$ cat src/rtl/fpu_pkg.sv
// Shared FP32 field positions, constants and the sequential-unit state encoding.
package fpu_pkg;

  localparam int SIGN_BIT = 31;
  localparam int EXP_MSB  = 30;
  localparam int EXP_LSB  = 23;
  localparam int FRAC_W   = 23;
  localparam int EXP_BIAS = 127;
  localparam int EXP_MAX  = 255;

  localparam logic [31:0] FP_ZERO    = 32'h0000_0000;
  localparam logic [31:0] FP_INF_POS = 32'h7F80_0000;

  typedef enum logic [1:0] {
    ST_IDLE,
    ST_MUL,
    ST_NORM,
    ST_DONE
  } state_t;

endpackage

$ cat src/rtl/fp_normalize_pack.sv
// Normalises the top of a 48-bit mantissa product and packs an FP32 word.
// Truncating rounding; zero/underflow flush to +0, overflow saturates to signed Inf.
module fp_normalize_pack
  import fpu_pkg::*;
(
  input  logic [FRAC_W+1:0]  acc_hi,
  input  logic signed [9:0]  exponent,
  input  logic               sign,
  input  logic               zero,
  output logic [31:0]        result,
  output logic               overflow
);

  logic signed [9:0]   exp_adj;
  logic [FRAC_W-1:0]   man;

  always_comb begin
    result   = FP_ZERO;
    overflow = 1'b0;
    // acc_hi is product bits [47:23]; bit 47 set means the product is in [2,4)
    if (acc_hi[FRAC_W+1]) begin
      exp_adj = exponent + 10'sd1;
      man     = acc_hi[FRAC_W:1];
    end else begin
      exp_adj = exponent;
      man     = acc_hi[FRAC_W-1:0];
    end

    if (zero) begin
      result = FP_ZERO;
    end else if (exp_adj >= 10'(EXP_MAX)) begin
      result   = FP_INF_POS | {sign, 31'h0};
      overflow = 1'b1;
    end else if (exp_adj <= 10'sd0) begin
      result = FP_ZERO;
    end else begin
      result = {sign, exp_adj[7:0], man};
    end
  end

endmodule

$ cat src/rtl/fp_seq_multiplier.sv
// Multi-cycle FP32 multiplier: one radix-2 shift-add partial product per cycle,
// fixed 26-cycle accept-to-result latency, valid/ready on both sides.
module fp_seq_multiplier
  import fpu_pkg::*;
#(
  parameter int XLEN  = 32,
  parameter int MAN_W = 24
) (
  input  logic            clk,
  input  logic            rst_n,
  input  logic            in_valid,
  output logic            in_ready,
  input  logic [XLEN-1:0] A,
  input  logic [XLEN-1:0] B,
  output logic            out_valid,
  input  logic            out_ready,
  output logic [XLEN-1:0] result,
  output logic            overflow
);

  localparam int CNT_W = $clog2(MAN_W);
  localparam logic [CNT_W-1:0] CNT_LAST = CNT_W'(MAN_W - 1);

  state_t                 state_reg, state_next;
  logic [2*MAN_W-1:0]     acc_reg;
  logic [MAN_W-1:0]       ma_reg, mb_reg;
  logic [CNT_W-1:0]       cnt_reg;
  logic signed [9:0]      exp_reg;
  logic                   sign_reg, zero_reg;
  logic [XLEN-1:0]        result_reg;
  logic                   overflow_reg;

  logic [XLEN-1:0]        pack_result;
  logic                   pack_overflow;

  fp_normalize_pack u_pack (
    .acc_hi   (acc_reg[2*MAN_W-1:MAN_W-1]),
    .exponent (exp_reg),
    .sign     (sign_reg),
    .zero     (zero_reg),
    .result   (pack_result),
    .overflow (pack_overflow)
  );

  always_comb begin
    state_next = state_reg;
    case (state_reg)
      ST_IDLE: if (in_valid)             state_next = ST_MUL;
      ST_MUL:  if (cnt_reg == CNT_LAST)  state_next = ST_NORM;
      ST_NORM:                           state_next = ST_DONE;
      ST_DONE: if (out_ready)            state_next = ST_IDLE;
      default:                           state_next = ST_IDLE;
    endcase
  end

  always_ff @(posedge clk) begin
    if (!rst_n) begin
      state_reg    <= ST_IDLE;
      acc_reg      <= '0;
      ma_reg       <= '0;
      mb_reg       <= '0;
      cnt_reg      <= '0;
      exp_reg      <= '0;
      sign_reg     <= 1'b0;
      zero_reg     <= 1'b0;
      result_reg   <= '0;
      overflow_reg <= 1'b0;
    end else begin
      state_reg <= state_next;
      case (state_reg)
        ST_IDLE: begin
          if (in_valid) begin
            sign_reg <= A[SIGN_BIT] ^ B[SIGN_BIT];
            zero_reg <= (A[EXP_MSB:EXP_LSB] == '0) || (B[EXP_MSB:EXP_LSB] == '0);
            exp_reg  <= {2'b00, A[EXP_MSB:EXP_LSB]} + {2'b00, B[EXP_MSB:EXP_LSB]}
                        - 10'(EXP_BIAS);
            ma_reg   <= {1'b1, A[FRAC_W-1:0]};
            mb_reg   <= {1'b1, B[FRAC_W-1:0]};
            acc_reg  <= '0;
            cnt_reg  <= '0;
          end
        end
        ST_MUL: begin
          // Zero operands still run all iterations so latency never varies
          if (mb_reg[cnt_reg])
            acc_reg <= acc_reg + ({{MAN_W{1'b0}}, ma_reg} << cnt_reg);
          cnt_reg <= cnt_reg + 1'b1;
        end
        ST_NORM: begin
          result_reg   <= pack_result;
          overflow_reg <= pack_overflow;
        end
        default: ;
      endcase
    end
  end

  assign in_ready  = (state_reg == ST_IDLE);
  assign out_valid = (state_reg == ST_DONE);
  assign result    = result_reg;
  assign overflow  = overflow_reg;

endmodule

$ cat config.mk
export PLATFORM = sky130hd
export DESIGN_NAME = fp_seq_multiplier
export DESIGN_NICKNAME = d
export VERILOG_FILES = /design/src/rtl/fpu_pkg.sv /design/src/rtl/fp_normalize_pack.sv /design/src/rtl/fp_seq_multiplier.sv
export SDC_FILE = /design/constraint.sdc
export NUM_CORES = 1
export LEC_CHECK = 0
export ABC_CLOCK_PERIOD_IN_PS = 8100
export BUFFER_PORTS_ARGS = -buffer_cell sky130_fd_sc_hd__buf_2
export CELL_PAD_IN_SITES_DETAIL_PLACEMENT = 1
export CELL_PAD_IN_SITES_GLOBAL_PLACEMENT = 1
export CORE_ASPECT_RATIO = 0.8
export CORE_MARGIN = 2
export CORE_UTILIZATION = 49
export CTS_CLUSTER_SIZE = 12
export DETAILED_ROUTE_END_ITERATION = 6
export GPL_TIMING_DRIVEN = 1
export PLACE_DENSITY_LB_ADDON = 0.05
export SKIP_LAST_GASP = 1
export SYNTH_ARGS = -nofsm -noshare
export SYNTH_HDL_FRONTEND = slang
export SYNTH_SLANG_ARGS = --single-unit
$ cat constraint.sdc
create_clock -name clk -period 8.1 [get_ports clk]
set_input_delay 0.405 -clock clk [delete_from_list [all_inputs] [get_ports clk]]
set_output_delay 0.405 -clock clk [all_outputs]
set_load 0.03 [all_outputs]
# Word level (Yosys, flattened, before mapping)
# Index checks and enable logic that the tools add are counted.
# word_totals
register_bits	148
in_bits	68
out_inout_bits	35
wordCells	55
# op_classes
n_addsub	5
n_lt_le_gt_ge	3
n_eq_ne	8
shift	1
n_mux	18
bitwise_logic	1
n_reduce_logical	9
# ops
operator	count
$mux 32	3
$mux 48	2
$pmux 48 s2	1
$add 48x48->48	1
$shl 24x5->48	1
$mux 23	1
$logic_not 8->1	2
$add 10x2->10 const B	1
$ge 10x9->1 const B	1
$le 10x1->1 const B	1
$mux 10	1
$pmux 5 s2	1
$sub 9x7->10 const B	1
$add 8x8->9	1
$pmux 2 s4	1
$lt 5x6->1 const B	1
$mux 2	3
$ne 2x2->1 const B	3
$reduce_and 3->1	2
$add 5x1->5 const B	1
$bmux 1 s5	1
$eq 5x5->1 const B	1
$mux 5	1
$eq 2x2->1 const B	2
8 further kinds	11

# Logic depth before layout (Yosys ltp)
# Gate-level depths: netlist of the first run.
# logic_depth
depth_word	6
ltp_mapped	23
depth_no_buf	20

# Hierarchy
# A second synthesis of the first run with hierarchy kept.
# unflattened
cells_unflattened	1338
area_unflattened_um2	11089.4
# by_module_without_submodules
module	instances	cells_each	area_per_inst_um2	seq_area_each_um2
fp_seq_multiplier	1	1195	9945.8	2942.8
fp_normalize_pack	1	143	1143.6	0.0

# Worst setup path before layout of the first run
# OpenSTA, ideal clock, no wires.
# synth_timing
path_kind	register to register
startpoint	register cnt_reg[0]
endpoint	register acc_reg[31]
setup_ps	117
arrival_time_ps	4217
required_time_ps	7983
path_slack_ps	3765
path_stages_with_launch	21
path_buffers	4
synth_period_minus_slack_ps	4335
path_cell_list	dfxtp_1 > buf_2 > buf_6 > buf_1 > mux4_2 > mux2i_1 > nor2_1 > a31oi_1 > nor2_1 > ha_1 > buf_2 > and3_1 > nor2b_1 > a32oi_1 > nand2_1 > o21a_1 > o211ai_1 > a211oi_1 > o21a_1 > or3_1 > a32o_1
# synth_between
elab_chain_cells	4
word_cells_on_any_way	8
cone_classes	1 x add/sub; 1 x eq/ne; 1 x shift; 4 x mux; 1 x reduce/logical
# synth_rtl
element	line	text
from (decl)	fp_seq_multiplier.sv:27	logic [CNT_W-1:0] cnt_reg;
from (signal assigned)	fp_seq_multiplier.sv:87	cnt_reg <= cnt_reg + 1'b1;
$shl 24x5->48 or $bmux 1 s5 (tied branches)	fp_seq_multiplier.sv:86, fp_seq_multiplier.sv:85	
$add 48x48->48 or $mux 1 (tied branches)	fp_seq_multiplier.sv:86, fp_seq_multiplier.sv:85	
$mux 48 or $ne 2x2->1 (tied branches)	--	
$pmux 48 s2 or $reduce_and 3->1 (tied branches)	--	
to (signal assigned)	fp_seq_multiplier.sv:86	acc_reg <= acc_reg + ({{MAN_W{1'b0}}, ma_reg} << cnt_reg);
to (decl)	fp_seq_multiplier.sv:25	logic [2*MAN_W-1:0] acc_reg;
# Parallel ways exist; a longest one is shown, timed or not. The select of a mux whose other input is x is not followed.
# A chain may end at the register's enable or synchronous reset.

# Final worst setup path of the first run
# Same ends and word-level chain as after synthesis.

==> key figures, run 1 <==
Power
  – Net Sw Frac: 0.404
  – Net Switching: 0.00113 W
  – Logic pwr share: 0.359
  – Overall power consumption: 0.00279 W
  – Sequential share of power: 0.326
  – Leak pwr: 4.88 nW
  – Int Pwr: 0.00166 W
  – IR drop worst, VDD: 129 uV
  – PwrDens: 235 nW/um^2
  – Clock network power share: 0.315

Floorplanning
  – Initial Utilization: 0.497
  – Core region area: 21500 sq um
  – Floorplan die width: 169 microns
  – Std-Cell Rows: 48
  – DIE HEIGHT: 136 microns
  – Io pins: 103
  – Die area: 23000 sq um

Placement
  – Placed Cells: 1635
  – RD Place Congestion: 0.899
  – Post-placement cell area: 11200 sq um
  – # port buffers: 102
  – HPWL Detailed: 24200 microns

Detailed routing
  – # DRC: 0
  – Wirelength per Cell: 19.8 microns
  – Drt initial violations: 662
  – Vias/cell: 5.95
  – Detailed Route WL: 33000 microns
  – TritonRoute pass-1 iters: 5
  – Detail Route Antenna Nets: 0
  – DR vias: 9917

Global route
  – Vias in the first global route: 9893
  – Largest net degree at the start of global routing: 77
  – First-pass GRT wire length: 52800 microns
  – Initial antenna violation count: 0
  – Total track usage: 0.290
  – Grt ovf: 0

Critical path
  – CP startpoint: cnt_reg[0]$_SDFFE_PN0P_
  – CP arrival: 5.65 ns
  – Worst EP required: 8.43 ns
  – Worst r2r src: cnt_reg[0]$_SDFFE_PN0P_
  – Worst setup SP type: register
  – Crit end category: register
  – CP Class: register to register
  – Reg2reg setup slack: 2.78 ns
  – Crit path max fanout: 42

STA
  – Final setup vio count: 0
  – Tmin final: 5.32 ns
  – Tightest slew margin relative to the limit: 0.225
  – Final Max Slew Viols: 0
  – Tcrit/Tclk final: 0.657
  – Fmax: 188 MHz
  – Final hold vios: 0
  – Worst-margin pin slew: 1.16 ns
  – RSZ-0062 raised after global routing: false
  – Setup TNS Final: 0 ns
  – Final Skew: 0.0139 ns

Synthesis
  – Synth Flop Type: dfxtp_1
  – Sequential-to-total area share from yosys stat: 0.275
  – Distinct cells, synth: 68
  – Dominant cells by area after synthesis: dfxtp_1 (28%), ha_1 (8.0%), nand2_1 (7.2%)
  – Post-Syn Area: 10700 sq um
  – Yosys warns: 0
  – Average cell area after synthesis: 7.98 sq um
  – Synth top area share: 0.275
  – Cells after synthesis: 1339
  – Area leader, netlist: dfxtp_1
  – Synth Register Bits: 147
  – Post-synth EDFFs: 0
  – Async SR Flop Fraction: 0
  – Synthesized Nets: 1477

CTS
  – Post-CTS setup buffers: 0
  – Number of buffers created by CTS: 17
  – H-tree depth: 4
  – Max clock buf depth: 2
  – Clk pin slew, worst setup/hold paths: 0.07 ns
  – Skew-Pair Late Insertion Delay: 0.44 ns
  – CTS resizes: 0
  – Root buffer cell: clkbuf_16
  – CTS tree: built
  – Clk sink count: 147
  – Post-CTS Hold Buffers: 0

Hold path
  – Hold WC Path Type: input pin to register
  – Hold Startpoint: A[2]

Run
  – Max-cap violations: 0

Layout
  – P&R area growth vs syn: 11.1%
  – Share of cells above drive strength 1: 0.137
  – Post-route design area: 11900 sq um
  – Antenna cells: 0
  – Final-stage net count: 1517
  – Final design utilization: 0.552
  – Max reg flops: 48
  – Non-filler cells, final: 1667

Status
  – Status: finished clean
per-layer routing:
layer / track usage / wire length [microns] / vias up
met5: 0 / 0 / -
met4: 0.0703 / 506 / 0
met2: 0.482 / 15000 / 219
met1: 0.393 / 15800 / 4803
met3: 0.0515 / 1690 / 42
li1: - / - / 4853
final cells by class:
type	instances	area, sq um
multi-input combinational	1068	7250
fill	2676	9630
timing repair buffer	109	563
tap	275	344
inverter	36	135
clock buffer	18	439
sequential	147	2950
clock inverter	14	191
layout by cell type (no fill, tap or decap), types with 24 or more instances in the layout:
cell type | synthesis | routed
o21ai_0 | 79 | 79
a22oi_1 | 26 | 26
xnor2_1 | 34 | 34
nand2_1 | 204 | 203
dfxtp_1 | 147 | 145
nor2b_1 | 56 | 56
mux2i_1 | 60 | 60
a21boi_0 | 52 | 52
a21oi_1 | 86 | 86
and2_1 | 31 | 30
nand3_1 | 24 | 24
ha_1 | 68 | 68
xor2_1 | 25 | 25
inv_1 | 34 | 34
a21o_1 | 32 | 32
nor2_1 | 72 | 71
buf_2 | 13 | 102
o22ai_1 | 25 | 25
through the flow:
stage / hold WS (ns) / setup slack (ns)
detailed placement: 0.454 / 2.86
global route: 0.216 / 2.44
floorplan: 0.432 / 3.77
finish: 0.207 / 2.78
CTS: 0.193 / 2.83
global placement: 0.444 / 2.97
final timing paths:
kind | cells after the start | end
max | 16 | acc_reg[31]$_SDFFE_PN0P_
min | 3 | ma_reg[2]$_SDFFE_PN0P_
max reg2reg | 16 | acc_reg[31]$_SDFFE_PN0P_
min reg2reg | 2 | acc_reg[19]$_SDFFE_PN0P_
worst max-delay path, cell delays in order (launching register included):
cell and delay [ns]:
dfxtp_2 0.98, mux4_2 0.64, mux2i_1 0.27, nor2_1 0.07, a31oi_1 0.37, nor2_1 0.10, ha_1 0.39, and3_1 0.24
nor2b_1 0.14, a32oi_1 0.25, nand2_1 0.16, o21a_1 0.24, o211ai_1 0.32, a211oi_1 0.22, o21a_1 0.24, or3_1 0.30
a32o_1 0.26
power by group through the flow:
stage	clock network [W]	logic [W]	registers (W)
finish	0.000879	0.00100	0.000909
CTS	0.000891	0.000999	0.000909
global placement	0	0.000963	0.000919
detailed placement	0	0.000992	0.000923
floorplan	0	0.000754	0.000881
global route	0.000922	0.00111	0.000923
cell families (layout without fill, tap and decap cells):
logic type | Yosys count | after routing | share of synthesized area
mux | 95 | 95 | 0.107
fa+ha+maj | 70 | 70 | 0.0834
simple gates | 459 | 459 | 0.205
buf+inv | 124 | 177 | 0.0465
xor+xnor | 59 | 59 | 0.0484
compound gates | 385 | 385 | 0.235
flops | 147 | 147 | 0.275
cells in the mapped netlist (all sizes together) (7+ instances only):
cell type,count
nor4,7
clkbuf,67
nand4,10
nand2,204
nor2,72
inv,34
nand3,24
a31oi,9
and2,32
o22ai,25
a21o,32
o21bai,9
ha,68
xnor2,34
nor3,9
and3,11
buf,21
mux2i,60
xor2,25
dfxtp,147
o21a,8
a2bb2oi,13
nor2b,56
o21ai,84
mux2,22
a21boi,53
a21oi,86
nand2b,16
a22oi,26
mux4,13
(Power assumes the default switching activity.)
==> run 2, diff against run 1 <==
- ABC_CLOCK_PERIOD_IN_PS: 8100 -> 4900
- CORE_UTILIZATION: 49 -> 45
- clock period: 8.1 -> 4.9 ns (I/O delays scaled with it)
==> run 2 against run 1 <==
Against the previous run:
- die area grew 8.6%
- via count shrank 0.13%
- global-route usage is 2.1 points lower
- final cell count is 2.9% higher
- sequential power rose by 64%
- non-clock buffer count increased by 13
- routed wire length is 0.95% lower
- register-to-register slack worse by 2.5 ns
- largest cell class unchanged
- largest power group unchanged
==> key figures, run 2 (synthesis results as in run 1) <==
Status
  – Status: finished clean

Critical path
  – Crit end category: register
  – CP startpoint: cnt_reg[0]$_SDFFE_PN0P_
  – Worst setup SP type: register
  – CP arrival: 4.95 ns
  – CP Class: register to register
  – Crit path max fanout: 25
  – Critical path, cell by cell: mux4_2 > mux2i_1 > nor2_1 > a31oi_1 > nor2_1 > ha_1 > and3_1 > nor2b_1 > a32oi_1 > nand2_1 > o21a_1 > o211ai_1 > a211oi_2 > o21a_1 > or3_1 > a32o_1
  – Max stage delay on crit path: 0.57 ns
  – Worst EP required: 5.23 ns
  – Slowest library cell on the worst path: mux4_2
  – Worst r2r src: cnt_reg[0]$_SDFFE_PN0P_

Detailed routing
  – Wirelength per Cell: 19.1 microns
  – Detailed Route WL: 32700 microns
  – # DRC: 0
  – DR vias: 9904
  – TritonRoute pass-1 iters: 5
  – Drt initial violations: 452
  – Detail Route Antenna Nets: 0
  – Vias/cell: 5.77

Layout
  – Register area: 2950 sq um
  – Max reg flops: 48
  – Post-route design area: 12000 sq um
  – Most common cell after layout, fill and taps aside: nand2_1
  – Fill cells: 2897
  – Final-stage net count: 1530
  – Area of the multi-input gates: 7260 sq um
  – Commonest non-fill, non-tap cells in the layout: nand2_1 (203), dfxtp_1 (145), buf_2 (102)
  – P&R area growth vs syn: 12.1%
  – Share of cells above drive strength 1: 0.144
  – Antenna cells: 0

STA
  – Final setup vio count: 0
  – Tmin final: 4.62 ns
  – Final Skew: 0.0175 ns
  – Setup TNS Final: 0 ns
  – Tcrit/Tclk final: 0.943
  – Final hold slack: 0.0519 ns
  – Final Max Slew Viols: 0
  – Tightest slew margin relative to the limit: 0.244
  – Worst-margin pin slew: 1.13 ns
  – RSZ-0062 raised after global routing: false
  – Final hold vios: 0
  – Fmax: 216 MHz

CTS
  – Clk pin slew, worst setup/hold paths: 0.07 ns
  – Root buffer cell: clkbuf_16
  – Max clock buf depth: 2
  – Skew-Pair Late Insertion Delay: 0.45 ns
  – Number of buffers created by CTS: 17
  – H-tree depth: 4
  – CTS tree: built
  – Clk sink count: 147
  – Post-CTS Hold Buffers: 0

Hold path
  – Hold Startpoint: B[21]
  – Hold WC Path Type: input pin to register

Global route
  – Initial antenna violation count: 1
  – Vias in the first global route: 10.0k
  – Largest net degree at the start of global routing: 66
  – Grt ovf: 0
  – First-pass GRT wire length: 53500 microns
  – Total track usage: 0.269

Power
  – PwrDens: 376 nW/um^2
  – IR drop worst, VDD: 246 uV
  – Leak pwr: 4.92 nW

Floorplanning
  – Core region area: 23300 sq um
  – Io pins: 103
  – DIE HEIGHT: 142 microns
  – Initial Utilization: 0.458
  – Std-Cell Rows: 50
  – Die area: 25000 sq um
  – Floorplan die width: 176 microns

Run
  – Max-cap violations: 0

Placement
  – HPWL Detailed: 24600 microns
  – RD Place Congestion: 0.940
  – Post-placement cell area: 11400 sq um
  – # port buffers: 102
run 2: cell types whose count changed in the layout (fill, tap and decap cells not counted), sizes merged:
cell	change
bufinv	-1
buf	+13
inv	-7
clkbuf	+3
clkinv	+3
run 2: area by class of cell:
type                            count  share of cell area
Inverter                           36              0.0113
Timing Repair Buffer              122              0.0562
Tap cell                          312              0.0326
Clock inverter                      9             0.00877
Sequential cell                   147               0.246
Multi-Input combinational cell   1068               0.606
Clock buffer                       21              0.0393
run 2: power by group:
| part | leakage, nW | switching (W) | total (W) | internal (W) |
|---|---|---|---|---|
| sequential | 1.20 | 0.000149 | 0.00149 | 0.00134 |
| combinational | 3.44 | 0.00109 | 0.00169 | 0.000596 |
| clock | 0.285 | 0.000541 | 0.00132 | 0.000783 |
| total | 4.92 | 0.00178 | 0.00450 | 0.00272 |
run 2: worst max-delay path, delay by kind of cell, from the launching register on:
family,cells,cell delay (ns)
flip-flops,1,0.56
AND/OR/NAND/NOR,6,0.97
AO/OA/AOI/OAI,7,1.77
multiplexers,2,0.78
adder cells (fa/ha/maj),1,0.40
run 2: path summary, 6_finish.rpt:
| check | to | slack [ns] | cells past startpoint |
|---|---|---|---|
| min reg2reg | mb_reg[15]$_SDFFE_PN0P_ | 0.46 | 2 |
| max reg2reg | acc_reg[31]$_SDFFE_PN0P_ | 0.28 | 16 |
| min | mb_reg[21]$_SDFFE_PN0P_ | 0.05 | 3 |
| max | acc_reg[31]$_SDFFE_PN0P_ | 0.28 | 16 |
run 2: what timing repair did:
item,4_1_cts,5_1_grt
gates resized for setup,0,3
endpoints found under the setup margin,0,6
setup buffers,0,0
run 2: through the flow:
step / total power (W) / utilization / worst slack (ns) / cells
global placement: 0.00316 / 0.488 / 0.109 / 1685
detailed placement: 0.00320 / 0.488 / 0.146 / 1685
global route: 0.00479 / 0.513 / 0.0265 / 1715
CTS: 0.00453 / 0.513 / 0.0741 / 1715
floorplan: 0.00270 / - / 0.565 / 1339
finish: 0.00450 / 0.513 / 0.277 / 1715
run 2: routing by layer:
metal | vias to the layer above | GRT usage | share of wire
met4 | 2 | 0.0548 | 0.0093
met5 | - | 0 | 0.00040
met2 | 175 | 0.441 | 0.45
met1 | 4828 | 0.368 | 0.49
met3 | 27 | 0.0555 | 0.047
li1 | 4872 | - | -
==> run 3, diff against run 2 <==
- RECOVER_POWER: unset -> 50
==> run 3 against run 2 <==
Against the previous run:
- critical path depth is the same
- non-clock buffer count is the same
- core utilization shrank 0.20 points
- die area is the same
- register-to-register slack gained 0.02 ns
- the flow now finishes with violations (capacitance limit, slew limit)
==> key figures, run 3 (synthesis results as in run 1) <==
Layout
  – Max reg flops: 48
  – Share of cells above drive strength 1: 0.118
  – Non-filler cells, final: 1715
  – Antenna cells: 0
  – Commonest non-fill, non-tap cells in the layout: nand2_1 (204), dfxtp_1 (145), a21oi_1 (86)
  – Most common cell after layout, fill and taps aside: nand2_1
  – P&R area growth vs syn: 11.7%
  – Final-stage net count: 1530

Placement
  – RD Place Congestion: 0.940
  – HPWL Detailed: 24600 microns
  – # port buffers: 102
  – Placed Cells: 1685

Detailed routing
  – Detail Route Antenna Nets: 0
  – DR vias: 9923
  – # DRC: 0
  – Wirelength per Cell: 19.1 microns
  – Detailed Route WL: 32700 microns
  – Drt initial violations: 477
  – TritonRoute pass-1 iters: 5
  – Vias/cell: 5.79

Critical path
  – Worst setup SP type: register
  – Max stage delay on crit path: 0.57 ns
  – CP Class: register to register
  – Worst EP required: 5.23 ns
  – Slowest library cell on the worst path: mux4_2
  – Critical path, cell by cell: mux4_2 > mux2i_1 > nor2_1 > a31oi_1 > nor2_1 > ha_1 > and3_1 > nor2b_1 > a32oi_1 > nand2_1 > o21a_1 > o211ai_1 > a211oi_2 > o21a_1 > or3_1 > a32o_1
  – Crit end category: register
  – Top delay family on crit path: compound AO/OA/AOI/OAI gates
  – WP buf/inv: 0
  – Crit path max fanout: 25
  – CP arrival: 4.94 ns

STA
  – Fmax: 217 MHz
  – Worst-margin pin slew: 2.77 ns
  – Tightest slew margin relative to the limit: -0.848
  – Tmin final: 4.60 ns
  – Final Max Slew Viols: 120
  – Tcrit/Tclk final: 0.940
  – RSZ-0062 raised after global routing: false
  – Final setup vio count: 0
  – Final Skew: 0.0175 ns
  – Final hold vios: 0
  – Setup TNS Final: 0 ns

Floorplanning
  – Floorplan die width: 176 microns
  – DIE HEIGHT: 142 microns
  – Die area: 25000 sq um
  – Core region area: 23300 sq um
  – Initial Utilization: 0.458
  – Std-Cell Rows: 50
  – Io pins: 103

CTS
  – Post-CTS Hold Buffers: 0
  – Post-CTS setup buffers: 0
  – CTS resizes: 0
  – H-tree depth: 4
  – CTS tree: built
  – Skew-Pair Late Insertion Delay: 0.45 ns
  – Root buffer cell: clkbuf_16
  – Max clock buf depth: 2
  – Number of buffers created by CTS: 17
  – Clk pin slew, worst setup/hold paths: 0.07 ns
  – Clk sink count: 147

Global route
  – Grt ovf: 0
  – Largest net degree at the start of global routing: 66
  – Vias in the first global route: 10.0k
  – Total track usage: 0.269
  – Initial antenna violation count: 1
  – First-pass GRT wire length: 53500 microns

Power
  – IR drop worst, VDD: 246 uV
  – Leak pwr: 4.76 nW
  – PwrDens: 378 nW/um^2

Status
  – Status: finished with violations
  – Failing checks: capacitance limit, slew limit

Run
  – Max-cap violations: 2

Hold path
  – Hold WC Path Type: input pin to register
run 3: cell count changes in the layout (fill, tap and decap cells not counted):
| cell | delta |
|---|---|
| and2_0 | +3 |
| and2_2 | -1 |
| clkbuf_1 | +35 |
| nand2_2 | -1 |
| nand2_1 | +1 |
| buf_2 | -35 |
| and2_1 | -2 |
run 3: worst reg2reg max path, stage by stage, from the launching register on:
cell and delay (ns):
dfxtp_4 0.56, mux4_2 0.58, mux2i_1 0.21, nor2_1 0.06, a31oi_1 0.37, nor2_1 0.10, ha_1 0.40, and3_1 0.23
nor2b_1 0.13, a32oi_1 0.25, nand2_1 0.15, o21a_1 0.24, o211ai_1 0.26, a211oi_2 0.18, o21a_1 0.21, or3_1 0.30
a32o_1 0.25
run 3: where the power goes:
group / total, W / internal, W / switching (W) / leakage (nW)
combinational: 0.00169 / 0.000603 / 0.00109 / 3.28
sequential: 0.00149 / 0.00134 / 0.000149 / 1.20
clock: 0.00133 / 0.000783 / 0.000542 / 0.285
total: 0.00451 / 0.00272 / 0.00178 / 4.76
run 3: final cells by class:
type | count | area (sq um)
clock buffer | 21 | 470
clock inverter | 9 | 105
fill | 2905 | 11400
inverter | 36 | 135
multi-input combinational | 1068 | 7250
sequential | 147 | 2950
tap | 312 | 390
timing repair buffer | 122 | 629
run 3: path summary, 6_finish.rpt:
kind	startpoint	depth (start not counted)	slack, ns	endpoint
worst max-delay path	cnt_reg[0]$_SDFFE_PN0P_	16	0.30	acc_reg[31]$_SDFFE_PN0P_
worst max register to register	cnt_reg[0]$_SDFFE_PN0P_	16	0.30	acc_reg[31]$_SDFFE_PN0P_
worst min register to register	mb_reg[15]$_SDFFE_PN0P_	2	0.46	mb_reg[15]$_SDFFE_PN0P_
worst min-delay path	B[15]	3	0.05	mb_reg[15]$_SDFFE_PN0P_
run 3: through the flow:
stage                     power, W  utilization  worst slack (ns)  hold slack (ns)  area (sq um)
after floorplan            0.00270            -             0.565            0.390         10700
after global placement     0.00316        0.488             0.109            0.450         11400
after detailed placement   0.00320        0.488             0.146            0.456         11400
after CTS                  0.00453        0.513            0.0741           0.0386         12000
after global routing       0.00479        0.511            0.0265           0.0587         11900
final                      0.00451        0.511             0.295           0.0513         11900
run 3: metal layers:
layer / wire length [microns] / share of wire / up-vias / GRT usage
li1: - / - / 4874 / -
met1: 15900 / 0.49 / 4835 / 0.368
met2: 14900 / 0.45 / 185 / 0.441
met3: 1590 / 0.049 / 27 / 0.0555
met4: 306 / 0.0094 / 2 / 0.0548
met5: 13 / 0.00040 / - / 0
